<file path="src/rtl/full_hash_des_sbox_stream_if.sv">
// Byte-stream, start-command and digest handshake bundle for full_hash_des_sbox_stream.
// Carries the iv input only when FULL_HASH_IV_LOAD_EN is defined.
interface full_hash_des_sbox_stream_if #(
    parameter int unsigned CNT_W = 64
);
    logic             start;
    logic             start_ready;
    logic [CNT_W-1:0] msg_len;
    logic             m_valid;
    logic [7:0]       m_data;
    logic             m_ready;
    logic [31:0]      digest_out;
    logic             digest_valid;
    logic             digest_ready;
    logic             busy;
`ifdef FULL_HASH_IV_LOAD_EN
    logic [31:0]      iv;

    modport master (
        output start, msg_len, m_valid, m_data, digest_ready, iv,
        input  start_ready, m_ready, digest_out, digest_valid, busy
    );
    modport slave (
        input  start, msg_len, m_valid, m_data, digest_ready, iv,
        output start_ready, m_ready, digest_out, digest_valid, busy
    );
`else
    modport master (
        output start, msg_len, m_valid, m_data, digest_ready,
        input  start_ready, m_ready, digest_out, digest_valid, busy
    );
    modport slave (
        input  start, msg_len, m_valid, m_data, digest_ready,
        output start_ready, m_ready, digest_out, digest_valid, busy
    );
`endif
endinterface

</file>
<file path="src/rtl/full_hash_des_sbox_stream.sv">
// Iterative full-hash DES S-box engine: byte stream in, 32-bit digest out under valid/ready.
// FULL_HASH_IV_LOAD_EN: start state is taken from bus.iv instead of the constant vector.
module full_hash_des_sbox_stream #(
    parameter int unsigned ROUNDS = 4,
    parameter int unsigned UNROLL = 1,
    parameter int unsigned CNT_W  = 64
) (
    input  logic                       clk,
    input  logic                       rst,
    full_hash_des_sbox_stream_if.slave bus
);
    typedef logic [7:0][3:0] hvec_t;
    typedef enum logic [2:0] {IDLE, WAIT_BYTE, ROUND, FINAL, OUT} state_e;

    localparam hvec_t       H_INIT  = 32'h4B71DF03;
    localparam int unsigned UNR_S   = (UNROLL == 0) ? 1 : UNROLL;
    localparam int unsigned RC_W    = (ROUNDS > 1) ? $clog2(ROUNDS) : 1;
    localparam logic [RC_W-1:0] RC_LAST = RC_W'(ROUNDS - UNR_S);

    if (ROUNDS < 1) begin : g_err_rounds
        $error("ROUNDS must be at least 1");
    end
    if (UNROLL < 1 || (ROUNDS % UNR_S) != 0) begin : g_err_unroll
        $error("UNROLL must divide ROUNDS");
    end
    if (CNT_W < 1 || CNT_W > 64) begin : g_err_cnt_w
        $error("CNT_W must be in 1..64");
    end

    function automatic logic [3:0] rotl4(input logic [3:0] x, input logic [1:0] n);
        logic [3:0] r;
        case (n)
            2'd0:    r = x;
            2'd1:    r = {x[2:0], x[3]};
            2'd2:    r = {x[1:0], x[3:2]};
            default: r = {x[0], x[3:1]};
        endcase
        return r;
    endfunction

    // DES S5: row = {a5,a0}, column = a[4:1]; each row packs column 0 in the top nibble
    function automatic logic [3:0] s_box(input logic [5:0] a);
        logic [63:0] row;
        case ({a[5], a[0]})
            2'd0:    row = 64'h2C417AB6853FD0E9;
            2'd1:    row = 64'hEB2C47D150FA3986;
            2'd2:    row = 64'h421BAD78F9C5630E;
            default: row = 64'hB8C71E2D6F09A453;
        endcase
        return row[{~a[4:1], 2'b00} +: 4];
    endfunction

    function automatic logic [5:0] msg_to_m6(input logic [7:0] m);
        return {m[3] ^ m[2], m[1], m[0], m[7], m[6], m[5] ^ m[4]};
    endfunction

    function automatic logic [5:0] counter_to_c6(input logic [7:0] c);
        return {c[7] ^ c[1], c[3], c[2], c[5] ^ c[0], c[4], c[6]};
    endfunction

    function automatic hvec_t round_fn(input hvec_t h, input logic [3:0] s);
        hvec_t o;
        for (int unsigned i = 0; i < 8; i++)
            o[3'(i)] = rotl4(h[3'(i + 1)] ^ s, 2'(i >> 1));
        return o;
    endfunction

    function automatic hvec_t final_fn(input hvec_t h, input logic [7:0][7:0] len);
        hvec_t o;
        for (int unsigned i = 0; i < 8; i++)
            o[3'(i)] = rotl4(h[3'(i + 1)] ^ s_box(counter_to_c6(len[3'(i)])), 2'(i >> 1));
        return o;
    endfunction

    state_e           state_q, state_d;
    hvec_t            h_q, h_d;
    hvec_t            dig_q, dig_d;
    logic             dv_q, dv_d;
    logic [7:0]       byte_q, byte_d;
    logic [CNT_W-1:0] rem_q, rem_d;
    logic [CNT_W-1:0] len_q, len_d;
    logic [RC_W-1:0]  rnd_q, rnd_d;

    logic [3:0] s_msg;
    hvec_t      h_round;

    // The byte's S-box value is identical for all of its rounds, so one lookup feeds the chain
    assign s_msg = s_box(msg_to_m6(byte_q));

    always_comb begin
        h_round = h_q;
        for (int unsigned k = 0; k < UNR_S; k++)
            h_round = round_fn(h_round, s_msg);
    end

    always_comb begin
        state_d = state_q;
        h_d     = h_q;
        dig_d   = dig_q;
        dv_d    = dv_q;
        byte_d  = byte_q;
        rem_d   = rem_q;
        len_d   = len_q;
        rnd_d   = rnd_q;
        case (state_q)
            IDLE: begin
                if (bus.start) begin
`ifdef FULL_HASH_IV_LOAD_EN
                    h_d = bus.iv;
`else
                    h_d = H_INIT;
`endif
                    rem_d   = bus.msg_len;
                    len_d   = bus.msg_len;
                    state_d = (bus.msg_len != '0) ? WAIT_BYTE : FINAL;
                end
            end
            WAIT_BYTE: begin
                if (bus.m_valid) begin
                    byte_d  = bus.m_data;
                    rnd_d   = '0;
                    state_d = ROUND;
                end
            end
            ROUND: begin
                h_d = h_round;
                if (rnd_q == RC_LAST) begin
                    rem_d   = rem_q - CNT_W'(1);
                    state_d = (rem_q == CNT_W'(1)) ? FINAL : WAIT_BYTE;
                end else begin
                    rnd_d = rnd_q + RC_W'(UNR_S);
                end
            end
            FINAL: begin
                dig_d   = final_fn(h_q, 64'(len_q));
                dv_d    = 1'b1;
                state_d = OUT;
            end
            OUT: begin
                if (bus.digest_ready) begin
                    dv_d    = 1'b0;
                    state_d = IDLE;
                end
            end
            default: state_d = IDLE;
        endcase
    end

    always_ff @(posedge clk) begin
        if (rst) begin
            state_q <= IDLE;
            h_q     <= H_INIT;
            dig_q   <= '0;
            dv_q    <= 1'b0;
            byte_q  <= '0;
            rem_q   <= '0;
            len_q   <= '0;
            rnd_q   <= '0;
        end else begin
            state_q <= state_d;
            h_q     <= h_d;
            dig_q   <= dig_d;
            dv_q    <= dv_d;
            byte_q  <= byte_d;
            rem_q   <= rem_d;
            len_q   <= len_d;
            rnd_q   <= rnd_d;
        end
    end

    assign bus.start_ready  = (state_q == IDLE);
    assign bus.m_ready      = (state_q == WAIT_BYTE);
    assign bus.busy         = (state_q != IDLE);
    assign bus.digest_out   = dig_q;
    assign bus.digest_valid = dv_q;
endmodule

</file>
<file path="src/flat_wrapper.sv">
// flat-port wrapper written by rule: the top's interface ports become plain ports
module full_hash_des_sbox_stream_flat 
#(
    parameter int unsigned ROUNDS = 4,
    parameter int unsigned UNROLL = 1,
    parameter int unsigned CNT_W  = 64
)
  (clk, rst, bus_start, bus_msg_len, bus_m_valid, bus_m_data, bus_digest_ready, bus_start_ready, bus_m_ready, bus_digest_out, bus_digest_valid, bus_busy);
  full_hash_des_sbox_stream_if #(.CNT_W(CNT_W)) bus_i ();
  input  logic clk;
  input  logic rst;
  input wire logic [$bits(bus_i.start)-1:0] bus_start;
  input wire logic [$bits(bus_i.msg_len)-1:0] bus_msg_len;
  input wire logic [$bits(bus_i.m_valid)-1:0] bus_m_valid;
  input wire logic [$bits(bus_i.m_data)-1:0] bus_m_data;
  input wire logic [$bits(bus_i.digest_ready)-1:0] bus_digest_ready;
  output wire logic [$bits(bus_i.start_ready)-1:0] bus_start_ready;
  output wire logic [$bits(bus_i.m_ready)-1:0] bus_m_ready;
  output wire logic [$bits(bus_i.digest_out)-1:0] bus_digest_out;
  output wire logic [$bits(bus_i.digest_valid)-1:0] bus_digest_valid;
  output wire logic [$bits(bus_i.busy)-1:0] bus_busy;
  assign bus_i.start = bus_start;
  assign bus_i.msg_len = bus_msg_len;
  assign bus_i.m_valid = bus_m_valid;
  assign bus_i.m_data = bus_m_data;
  assign bus_i.digest_ready = bus_digest_ready;
  assign bus_start_ready = bus_i.start_ready;
  assign bus_m_ready = bus_i.m_ready;
  assign bus_digest_out = bus_i.digest_out;
  assign bus_digest_valid = bus_i.digest_valid;
  assign bus_busy = bus_i.busy;
  full_hash_des_sbox_stream #(.ROUNDS(ROUNDS), .UNROLL(UNROLL), .CNT_W(CNT_W)) u_core (.clk(clk), .rst(rst), .bus(bus_i));
endmodule
</file>
<file path="config.mk">
export PLATFORM = sky130hd
export DESIGN_NAME = full_hash_des_sbox_stream_flat
export DESIGN_NICKNAME = d
export VERILOG_FILES = /design/src/rtl/full_hash_des_sbox_stream_if.sv /design/src/rtl/full_hash_des_sbox_stream.sv /design/src/flat_wrapper.sv
export SDC_FILE = /design/constraint.sdc
export NUM_CORES = 1
export LEC_CHECK = 0
export ABC_AREA = 0
export CORE_UTILIZATION = 60
export DETAILED_ROUTE_END_ITERATION = 7
export HOLD_SLACK_MARGIN = 0.08
export PLACE_DENSITY_LB_ADDON = 0.2
export SETUP_SLACK_MARGIN = 0.2
export SKIP_CTS_REPAIR_TIMING = 1
export SYNTH_ARGS = -nofsm -noshare
export SYNTH_HDL_FRONTEND = slang
export SYNTH_SLANG_ARGS = --single-unit
</file>
<file path="constraint.sdc">
create_clock -name clk -period 7.5 [get_ports clk]
set_input_delay 1.125 -clock clk [delete_from_list [all_inputs] [get_ports clk]]
set_output_delay 1.125 -clock clk [all_outputs]
set_load 0.05 [all_outputs]
</file>
## Word-level counts from Yosys, hierarchy flattened

Cells that the tools add are included.

- Bitwise logic cells: 43
- Shift operators: 9
- Muxes and demuxes: 34
- Reduce and logical (&&, ||, !) cells: 22
- Add/sub/neg operators: 2
- Equality and inequality tests: 29

Operators with widths:

| cell | number |
|---|---|
| $pmux 64 s3 | 9 |
| $mux 64 | 10 |
| $shiftx 64x7->4 | 9 |
| $pmux 64 s2 | 1 |
| $eq 64x1->1 const B | 1 |
| $pmux 32 s2 | 1 |
| $reduce_bool 64->1 | 1 |
| $sub 64x1->64 const B | 1 |
| $xor 4x4->4 | 16 |
| $not 4->4 | 9 |
| $mux 32 | 1 |
| $eq 2x2->1 const B | 10 |
| $eq 2x1->1 const B | 9 |
| $logic_not 2->1 | 9 |
| $xor 1x1->1 | 18 |
| $pmux 3 s5 | 1 |
| $mux 3 | 4 |
| $mux 2 | 4 |
| $ne 2x2->1 const B | 4 |
| $reduce_and 2->1 | 4 |
| $eq 3x2->1 const B | 2 |
| $reduce_and 3->1 | 2 |
| $reduce_bool 2->1 | 3 |
| $pmux 2 s2 | 1 |
| 9 further kinds | 9 |

- Flip-flop bits (word level): 206
- Input bits: 77

## Logic depth before layout (Yosys ltp)

Gate-level depths: netlist of the first run.

- Depth after elaboration: 6
- Gate-level depth with buffers: 11

## Worst setup path before layout of the first run

No wires, ideal clock.

- Path type: register to output
- Start: register u_core.state_q[2]
- End: output bus_busy
- Required time: 6.375 ns
- Data arrival time: 2.344 ns
- Cell stages (with the launch flop): 4
- Slack: 4.031 ns
- Path buffers: 1
- Path through: dfxtp_1 clkbuf_1 nor3_1 inv_1

- Longest elaborated chain between the ends: 1

Ends and longest elaborated chain:

| item | line | text |
|---|---|---|
| start: declaration | full_hash_des_sbox_stream.sv:75 | `state_e state_q, state_d;` |
| start signal: assignment | full_hash_des_sbox_stream.sv:160 | `state_q <= state_d;` |
| $reduce_bool 3->1 | full_hash_des_sbox_stream.sv:173 | `assign bus.busy = (state_q != IDLE);` |
| end: declaration | flat_wrapper.sv:21 | `output wire logic [$bits(bus_i.busy)-1:0] bus_busy;` |

No other way between the ends.

## Final worst setup path of the first run

- Start: register u_core.state_q[2]
- End: output bus_start_ready

- Longest elaborated chain between the ends: 1

Ends and longest elaborated chain:

| item | line | text |
|---|---|---|
| $logic_not 3->1 | full_hash_des_sbox_stream.sv:171 | `assign bus.start_ready = (state_q == IDLE);` |
| end: declaration | flat_wrapper.sv:17 | `output wire logic [$bits(bus_i.start_ready)-1:0] bus_start_ready;` |

No other way between the ends.

==> results by group, run 1 <==
Status
  • Status: complete, no violations

Setup path
  • Class of the most critical setup path: flip-flop to output pin
  • Worst stage delay on the critical path: 0.97 ns
  • Cell with the largest stage delay on the worst path: clkdlybuf4s50_1
  • Worst Path Max Fanout: 11
  • WP data required: 6.38 ns
  • CP Data Arrival Time: 2.79 ns
  • Cell chain of the critical path: nor3_1 > clkdlybuf4s50_1
  • Critical path endpoint category: output pin
  • CP startpoint kind: flip-flop

Global routing
  • Layer with the highest usage after global routing: met2
  • Met2 track demand over resource in global routing: 57.8%
  • Residual overflow from global routing: 0
  • GRT Total Usage: 35.9%
  • Via count of the first global-routing pass: 14,400
  • Initial antenna violation count: 1
  • Global-route met1 utilization: 49.1%
  • Wire length of the first global-routing pass: 78,100 microns
  • Global Route met3 Usage: 4.77%
  • Pin count of the biggest net entering global routing: 92

Logic synthesis
  • Total standard cell area after synthesis: 0.0159 sq mm
  • Cell type with the highest aggregate area in the netlist: dfxtp_1
  • Number of cells produced by synthesis: 2,051
  • Flip-flop and latch count after synthesis: 206
  • Net count of the mapped netlist: 2,194
  • Number of enable-type register cells in the synthesized netlist: 0
  • Number of library cell types mapped by synthesis: 81
  • Portion of synthesized cell area occupied by the leading cell type: 26.0%
  • Post-synthesis area per instance: 7.73 sq um
  • Cell types with the largest area share after synthesis: dfxtp_1 26%, nand2_1 6.6%, mux4_2 5.5%, mux2i_1 5.5%, a21oi_1 5.3%
  • Share of the yosys chip area belonging to registers: 26.0%
  • Async set-reset flop share out of synthesis: 0%
  • Most common flop cell mapped by yosys: dfxtp_1
  • Number of synthesis warnings: 0

CTS
  • Number of sinks driven by the clock tree: 206
  • CTS tree: built
  • Clock transition at the registers of the reported paths: 0.06 ns
  • Clk Latency, worst-skew pair: 0.53 ns
  • Buffer depth of the longest clock path: 3
  • Buffer type at the clock tree root: clkbuf_16
  • Depth of the CTS H-tree: 1
  • Num CTS Buffers: 24

Power and ir drop
  • Int Power: 2.47 mW
  • Sequential Power Share: 33.4%
  • Total power consumption of the routed design: 3.86 mW
  • Combinational share of power: 33.8%
  • Switch share: 36.0%
  • Leak Pwr: 6.55 nW
  • Max rail drop VDD: 0.231 mV
  • Clock power frac: 32.8%
  • Switching pwr: 1.39 mW
  • Power per standard cell area: 216 mW/mm^2

Floorplan
  • Standard-cell rows: 59
  • Effective utilization at floorplan: 61.1%
  • Core area: 0.0260 sq mm
  • IO Count: 113
  • Full die area: 0.0271 sq mm
  • Die Wd: 165 microns
  • Chip height: 165 microns

Routing
  • DR pass1 iterations: 6
  • DRC violation count after routing: 0
  • Wire length after detailed routing: 49,700 microns
  • Post-DR wirelength/cell: 20.6 microns
  • Antenna violation net count after detailed routing: 0
  • Initial DRC Count: 2,014
  • Via count: 16,300
  • Avg Vias per Cell: 6.76

STA
  • Final sum of negative setup slack: 0 ns
  • Maximum operating frequency: 0.255 GHz
  • Worst max-slew margin expressed relative to the limit: 24.3%
  • Final worst path period need: 3.92 ns
  • Final-report max-slew violation count: 0
  • Slew of the pin with the lowest slew margin: 1.13 ns
  • Fin. Hold Viols: 0
  • Endpoints failing setup: 0
  • Clk_skew: 0.0126 ns
  • Post-route fraction of the period consumed by the critical path: 52.2%
  • Final Worst Setup Slack: 3.58 ns
  • Setup repair after global routing missed its margin: false

Placed design
  • Pre-CTS WS: 3.92 ns
  • HPWL reported at the end of detailed placement: 34,600 microns
  • Quantity of I/O buffers inserted on ports: 112
  • Final weighted congestion in routability-driven placement: 0.987

Min path
  • Worst hold-check path type: flip-flop to flip-flop

Finish
  • Area added between synthesis and finish: 12.6%
  • Final #Nets: 2,203
  • Number of antenna cells inserted: 0
  • Layout cells sized above 1: 7.94%

Flow run
  • Max-cap violation count: 0
==> final cells by class <==
| class | instances | area [sq um] |
|---|---|---|
| Timing Repair Buffer | 136 | 1300 |
| Tap cell | 335 | 419 |
| Multi-Input combinational cell | 1618 | 10900 |
| Clock buffer | 32 | 702 |
| Sequential cell | 206 | 4120 |
| Inverter | 74 | 278 |
| Clock inverter | 12 | 143 |
| Fill cell | 2182 | 8120 |
==> worst paths after layout <==
check	startpoint	end	slack, ns	cells past startpoint
worst max-delay path	u_core.state_q[2]$_SDFFE_PP0P_	bus_start_ready	3.58	2
worst min-delay path	u_core.len_q[31]$_SDFFE_PP0P_	u_core.len_q[31]$_SDFFE_PP0P_	0.47	2
worst max register to register	u_core.byte_q[3]$_SDFFE_PP0P_	u_core.h_q[27]$_SDFFE_PP1P_	4.00	9
worst min register to register	u_core.len_q[31]$_SDFFE_PP0P_	u_core.len_q[31]$_SDFFE_PP0P_	0.47	2
==> metrics by stage <==
| stage | instances | utilization [%] | instance area, sq um | hold slack (ns) |
|---|---|---|---|---|
| after floorplan | 2051 | - | 15900 | 0.444 |
| after global placement | 2369 | 65.5 | 17000 | 0.453 |
| after detailed placement | 2369 | 65.5 | 17000 | 0.458 |
| after CTS | 2413 | 68.8 | 17900 | 0.468 |
| after global routing | 2413 | 68.8 | 17900 | 0.484 |
| final | 2413 | 68.8 | 17900 | 0.470 |
==> power groups by stage <==
stage	registers (mW)	clock network, mW	logic (mW)
2_1_floorplan	1.27	0	0.970
3_3_place_gp	1.30	0	1.24
3_5_place_dp	1.31	0	1.27
4_1_cts	1.28	1.27	1.28
5_1_grt	1.30	1.31	1.42
6_report	1.29	1.27	1.31
==> cells in the mapped netlist (26+ instances only) <==
library cell	count
mux4_2	39
xnor2_1	34
nor4_1	50
or3_1	28
nand2_1	281
nor3_1	63
mux2i_1	87
mux2_2	26
a21oi_1	167
clkbuf_1	135
inv_1	69
o21ai_0	93
a211oi_1	50
nand3_1	40
xor2_1	29
dfxtp_1	206
ha_1	66
nor2_1	181
==> state kept, by name (all words and copies together) (netlist names) <==
register                 cells
u_core.h_q                  32
u_core.bus.digest_valid      1
u_core.bus.digest_out       32
u_core.len_q                64
u_core.rem_q                64
u_core.byte_q                8
u_core.state_q               3
u_core.rnd_q                 2
==> worst max-delay path: cells and delay by family (launching register included) <==
family        cells  cell delay (ns)
buf+inv           1             0.97
simple gates      1             0.87
flops             1             0.43
==> per-layer routing <==
| layer | up-vias | wire (microns) |
|---|---|---|
| li1 | 7596 | - |
| met1 | 7731 | 20600 |
| met2 | 853 | 22800 |
| met3 | 122 | 4560 |
| met4 | 0 | 1690 |
| met5 | - | 0 |
==> placed cells by master (no fill, tap or decap), types with 26 or more instances in the layout <==
cell	n
nand2_1	280
dfxtp_1	206
nor2_1	179
a21oi_1	167
clkdlybuf4s50_1	111
o21ai_0	93
mux2i_1	87
inv_1	69
ha_1	66
nor3_1	63
nor4_1	50
a211oi_1	50
nand3_1	40
mux4_2	39
xnor2_1	32
xor2_1	29
or3_1	28
mux2_2	26
==> cell families (layout without fill, tap and decap cells) <==
family	after synthesis	in the layout	synth area share, %
XOR/XNOR	66	66	3.93
adder cells (fa/ha/maj)	66	66	5.21
flip-flops	206	206	26.0
buffers and inverters	227	254	5.51
AND/OR/NAND/NOR	777	777	23.3
multiplexers	152	152	12.9
AO/OA/AOI/OAI	557	557	23.2
Power figures use the tool's default switching activity.
==> run 2: changes to the inputs <==
--- a/config.mk
+++ b/config.mk
@@ -6,7 +6,7 @@
 export NUM_CORES = 1
 export LEC_CHECK = 0
 export ABC_AREA = 0
-export CORE_UTILIZATION = 60
+export CORE_UTILIZATION = 55
 export DETAILED_ROUTE_END_ITERATION = 7
 export HOLD_SLACK_MARGIN = 0.08
 export PLACE_DENSITY_LB_ADDON = 0.2
==> constraint.sdc (replaced) <==
create_clock -name clk -period 3.5 [get_ports clk]
set_input_delay 0.525 -clock clk [delete_from_list [all_inputs] [get_ports clk]]
set_output_delay 0.525 -clock clk [all_outputs]
set_load 0.05 [all_outputs]
==> run 2 against run 1 <==
Clock skew about the same; cell count is 3.1% higher; sequential share of layout area down 0.43 points; critical path depth increased by 6; cell area up 1.9%; clock power rose by 120%; total power grew 120%; via count decreased by 0.21%; critical path type is now flip-flop to flip-flop; largest cell class unchanged; largest power group unchanged; highest routed layer is now met5.
==> results by group, run 2 (same netlist as run 1, synthesis figures left out) <==
Status
  • Status: complete, no violations

Setup path
  • WP data required: 3.91 ns
  • Worst stage delay on the critical path: 0.59 ns
  • Cell with the largest stage delay on the worst path: xnor2_1
  • Delay-heaviest family, CP: XOR/XNOR gates
  • Cell chain of the critical path: xnor2_1 > inv_1 > ha_1 > mux4_2 > nor2b_1 > a211oi_1 > nor4_1 > nand3b_1
  • CP Data Arrival Time: 3.42 ns
  • Buffering stage count on the worst path with inverters included: 1
  • CP startpoint kind: flip-flop
  • Worst R2R End: u_core.bus.digest_out[26]$_SDFFE_PP0P_
  • Class of the most critical setup path: flip-flop to flip-flop
  • Critical path endpoint category: flip-flop
  • Worst Path Max Fanout: 11
  • Worst R2R Start: u_core.len_q[55]$_SDFFE_PP0P_
  • Worst R2R Path Depth: 8
  • Flop2flop setup slack: 0.49 ns

CTS
  • CTS tree: built
  • Clk Latency, worst-skew pair: 0.53 ns
  • Num CTS Buffers: 25
  • Buffer type at the clock tree root: clkbuf_16
  • Clock transition at the registers of the reported paths: 0.06 ns
  • Depth of the CTS H-tree: 1
  • Buffer depth of the longest clock path: 3
  • Number of sinks driven by the clock tree: 206

Floorplan
  • Die Wd: 172 microns
  • IO Count: 113
  • Chip height: 172 microns
  • Standard-cell rows: 61
  • Full die area: 0.0295 sq mm
  • Effective utilization at floorplan: 56.5%
  • Core area: 0.0281 sq mm

Finish
  • Commonest non-fill, non-tap cell in the layout: nand2_1
  • Number of antenna cells inserted: 0
  • Layout cells sized above 1: 9.29%
  • Share of the core filled with cells in the final layout: 64.8%
  • Area added between synthesis and finish: 14.8%
  • Finished layout cell area: 0.0182 sq mm
  • Filler-free cell count of the finished design: 2,488
  • Biggest regs: u_core.len_q (64), u_core.rem_q (64)
  • Final #Nets: 2,235
  • Total of fill cells in the finished design: 2,487
  • Commonest cells after routing, fill and taps aside: 280 x nand2_1, 206 x dfxtp_1, 179 x nor2_1

STA
  • Slew of the pin with the lowest slew margin: 0.995 ns
  • Clk_skew: 0.0122 ns
  • Final sum of negative setup slack: 0 ns
  • Maximum operating frequency: 0.332 GHz
  • Fin. Hold Viols: 0
  • Final worst path period need: 3.01 ns
  • Final Worst Setup Slack: 0.490 ns
  • Worst max-slew margin expressed relative to the limit: 33.6%
  • Post-route fraction of the period consumed by the critical path: 86.0%
  • Final-report max-slew violation count: 0
  • Setup repair after global routing missed its margin: false
  • Post-Route Hold Slack: 0.402 ns
  • Endpoints failing setup: 0

Global routing
  • Via count of the first global-routing pass: 14,700
  • Wire length of the first global-routing pass: 78,800 microns
  • GRT Total Usage: 33.4%
  • Residual overflow from global routing: 0
  • Initial antenna violation count: 1
  • Pin count of the biggest net entering global routing: 87

Routing
  • Initial DRC Count: 1,702
  • Wire length after detailed routing: 50,400 microns
  • DRC violation count after routing: 0
  • DR pass1 iterations: 5
  • Post-DR wirelength/cell: 20.2 microns
  • Avg Vias per Cell: 6.54
  • Via count: 16,300
  • Antenna violation net count after detailed routing: 0

Power and ir drop
  • Max rail drop VDD: 0.377 mV
  • Switch share: 35.4%
  • Sequential Power Share: 32.8%
  • Total power consumption of the routed design: 8.39 mW
  • Int Power: 5.42 mW
  • Power per standard cell area: 461 mW/mm^2
  • Clock power frac: 33.2%
  • Leak Pwr: 6.73 nW
  • Switching pwr: 2.97 mW
  • Combinational share of power: 34.0%

Placed design
  • DP Area: 0.0173 sq mm
  • HPWL reported at the end of detailed placement: 36,200 microns
  • Number of placed cells counting well taps: 2,443
  • Quantity of I/O buffers inserted on ports: 112
  • Pre-CTS WS: 0.554 ns
  • Final weighted congestion in routability-driven placement: 0.959

Min path
  • Hold Path Depth: 2
  • Hold Startpoint: rst
  • Worst hold-check path type: primary input to flip-flop
  • Hold endpoint: u_core.byte_q[4]$_SDFFE_PP0P_

Flow run
  • Max-cap violation count: 0
## run 2: cell types whose count changed in the layout (fill, tap and decap cells not counted)
cell	change
buf_12	+2
buf_4	+29
bufinv_16	+1
clkbuf_1	+1
clkinv_4	+1
clkinvlp_4	-2
## run 2: area by class of cell
type                    count  area [sq um]  area share (%)
clock buffers              33           706            3.88
clock inverters            12           166           0.914
inverters                  74           278            1.53
multi-input cells        1618         10900            59.9
flip-flops and latches    206          4120            22.7
well taps                 378           473            2.60
repair buffers            167          1560            8.57
## run 2: worst max-delay path by stage
| stage | depth (start not counted) | slack, ns | end | from |
|---|---|---|---|---|
| final | 8 | 0.49 | u_core.bus.digest_out[26]$_SDFFE_PP0P_ | u_core.len_q[55]$_SDFFE_PP0P_ |
| after global routing | 10 | 0.28 | u_core.bus.digest_out[20]$_SDFFE_PP0P_ | u_core.len_q[41]$_SDFFE_PP0P_ |
| after CTS | 10 | 0.54 | u_core.bus.digest_out[20]$_SDFFE_PP0P_ | u_core.len_q[41]$_SDFFE_PP0P_ |
| after detailed placement | 10 | 0.55 | u_core.bus.digest_out[20]$_SDFFE_PP0P_ | u_core.len_q[41]$_SDFFE_PP0P_ |
| after global placement | 10 | 0.53 | u_core.bus.digest_out[20]$_SDFFE_PP0P_ | u_core.len_q[47]$_SDFFE_PP0P_ |
| after floorplan | 11 | 0.38 | u_core.h_q[26]$_SDFFE_PP0P_ | u_core.byte_q[4]$_SDFFE_PP0P_ |
## run 2: worst register-to-register path, stage by stage (launching register included)
cell      delay [ns]
dfxtp_1         0.31
xnor2_1         0.59
inv_1           0.19
ha_1            0.46
mux4_2          0.50
nor2b_1         0.14
a211oi_1        0.47
nor4_1          0.08
nand3b_1        0.17
## run 2: power groups by stage
stage / sequential (mW) / combinational (mW) / clock (mW)
floorplan: 2.71 / 2.08 / 0
global placement: 2.79 / 2.73 / 0
detailed placement: 2.79 / 2.78 / 0
CTS: 2.74 / 2.80 / 2.80
global route: 2.78 / 3.10 / 2.90
finish: 2.75 / 2.85 / 2.78
## run 2: layer usage
metal  routed length, microns  vias up  track usage, %
met5                       13        -               0
met4                     2250        2            13.9
met3                     4150      147            5.29
met2                    22500      764            53.4
met1                    21500     7697            44.7
li1                         -     7658               -
==> run 3: changes to the inputs <==
--- a/config.mk
+++ b/config.mk
@@ -8,6 +8,7 @@
 export ABC_AREA = 0
 export CORE_UTILIZATION = 55
 export DETAILED_ROUTE_END_ITERATION = 7
+export GPL_TIMING_DRIVEN = 1
 export HOLD_SLACK_MARGIN = 0.08
 export PLACE_DENSITY_LB_ADDON = 0.2
 export SETUP_SLACK_MARGIN = 0.2
==> results of run 3 <==
Final layout, timing and power as in run 2 (identical DEF).
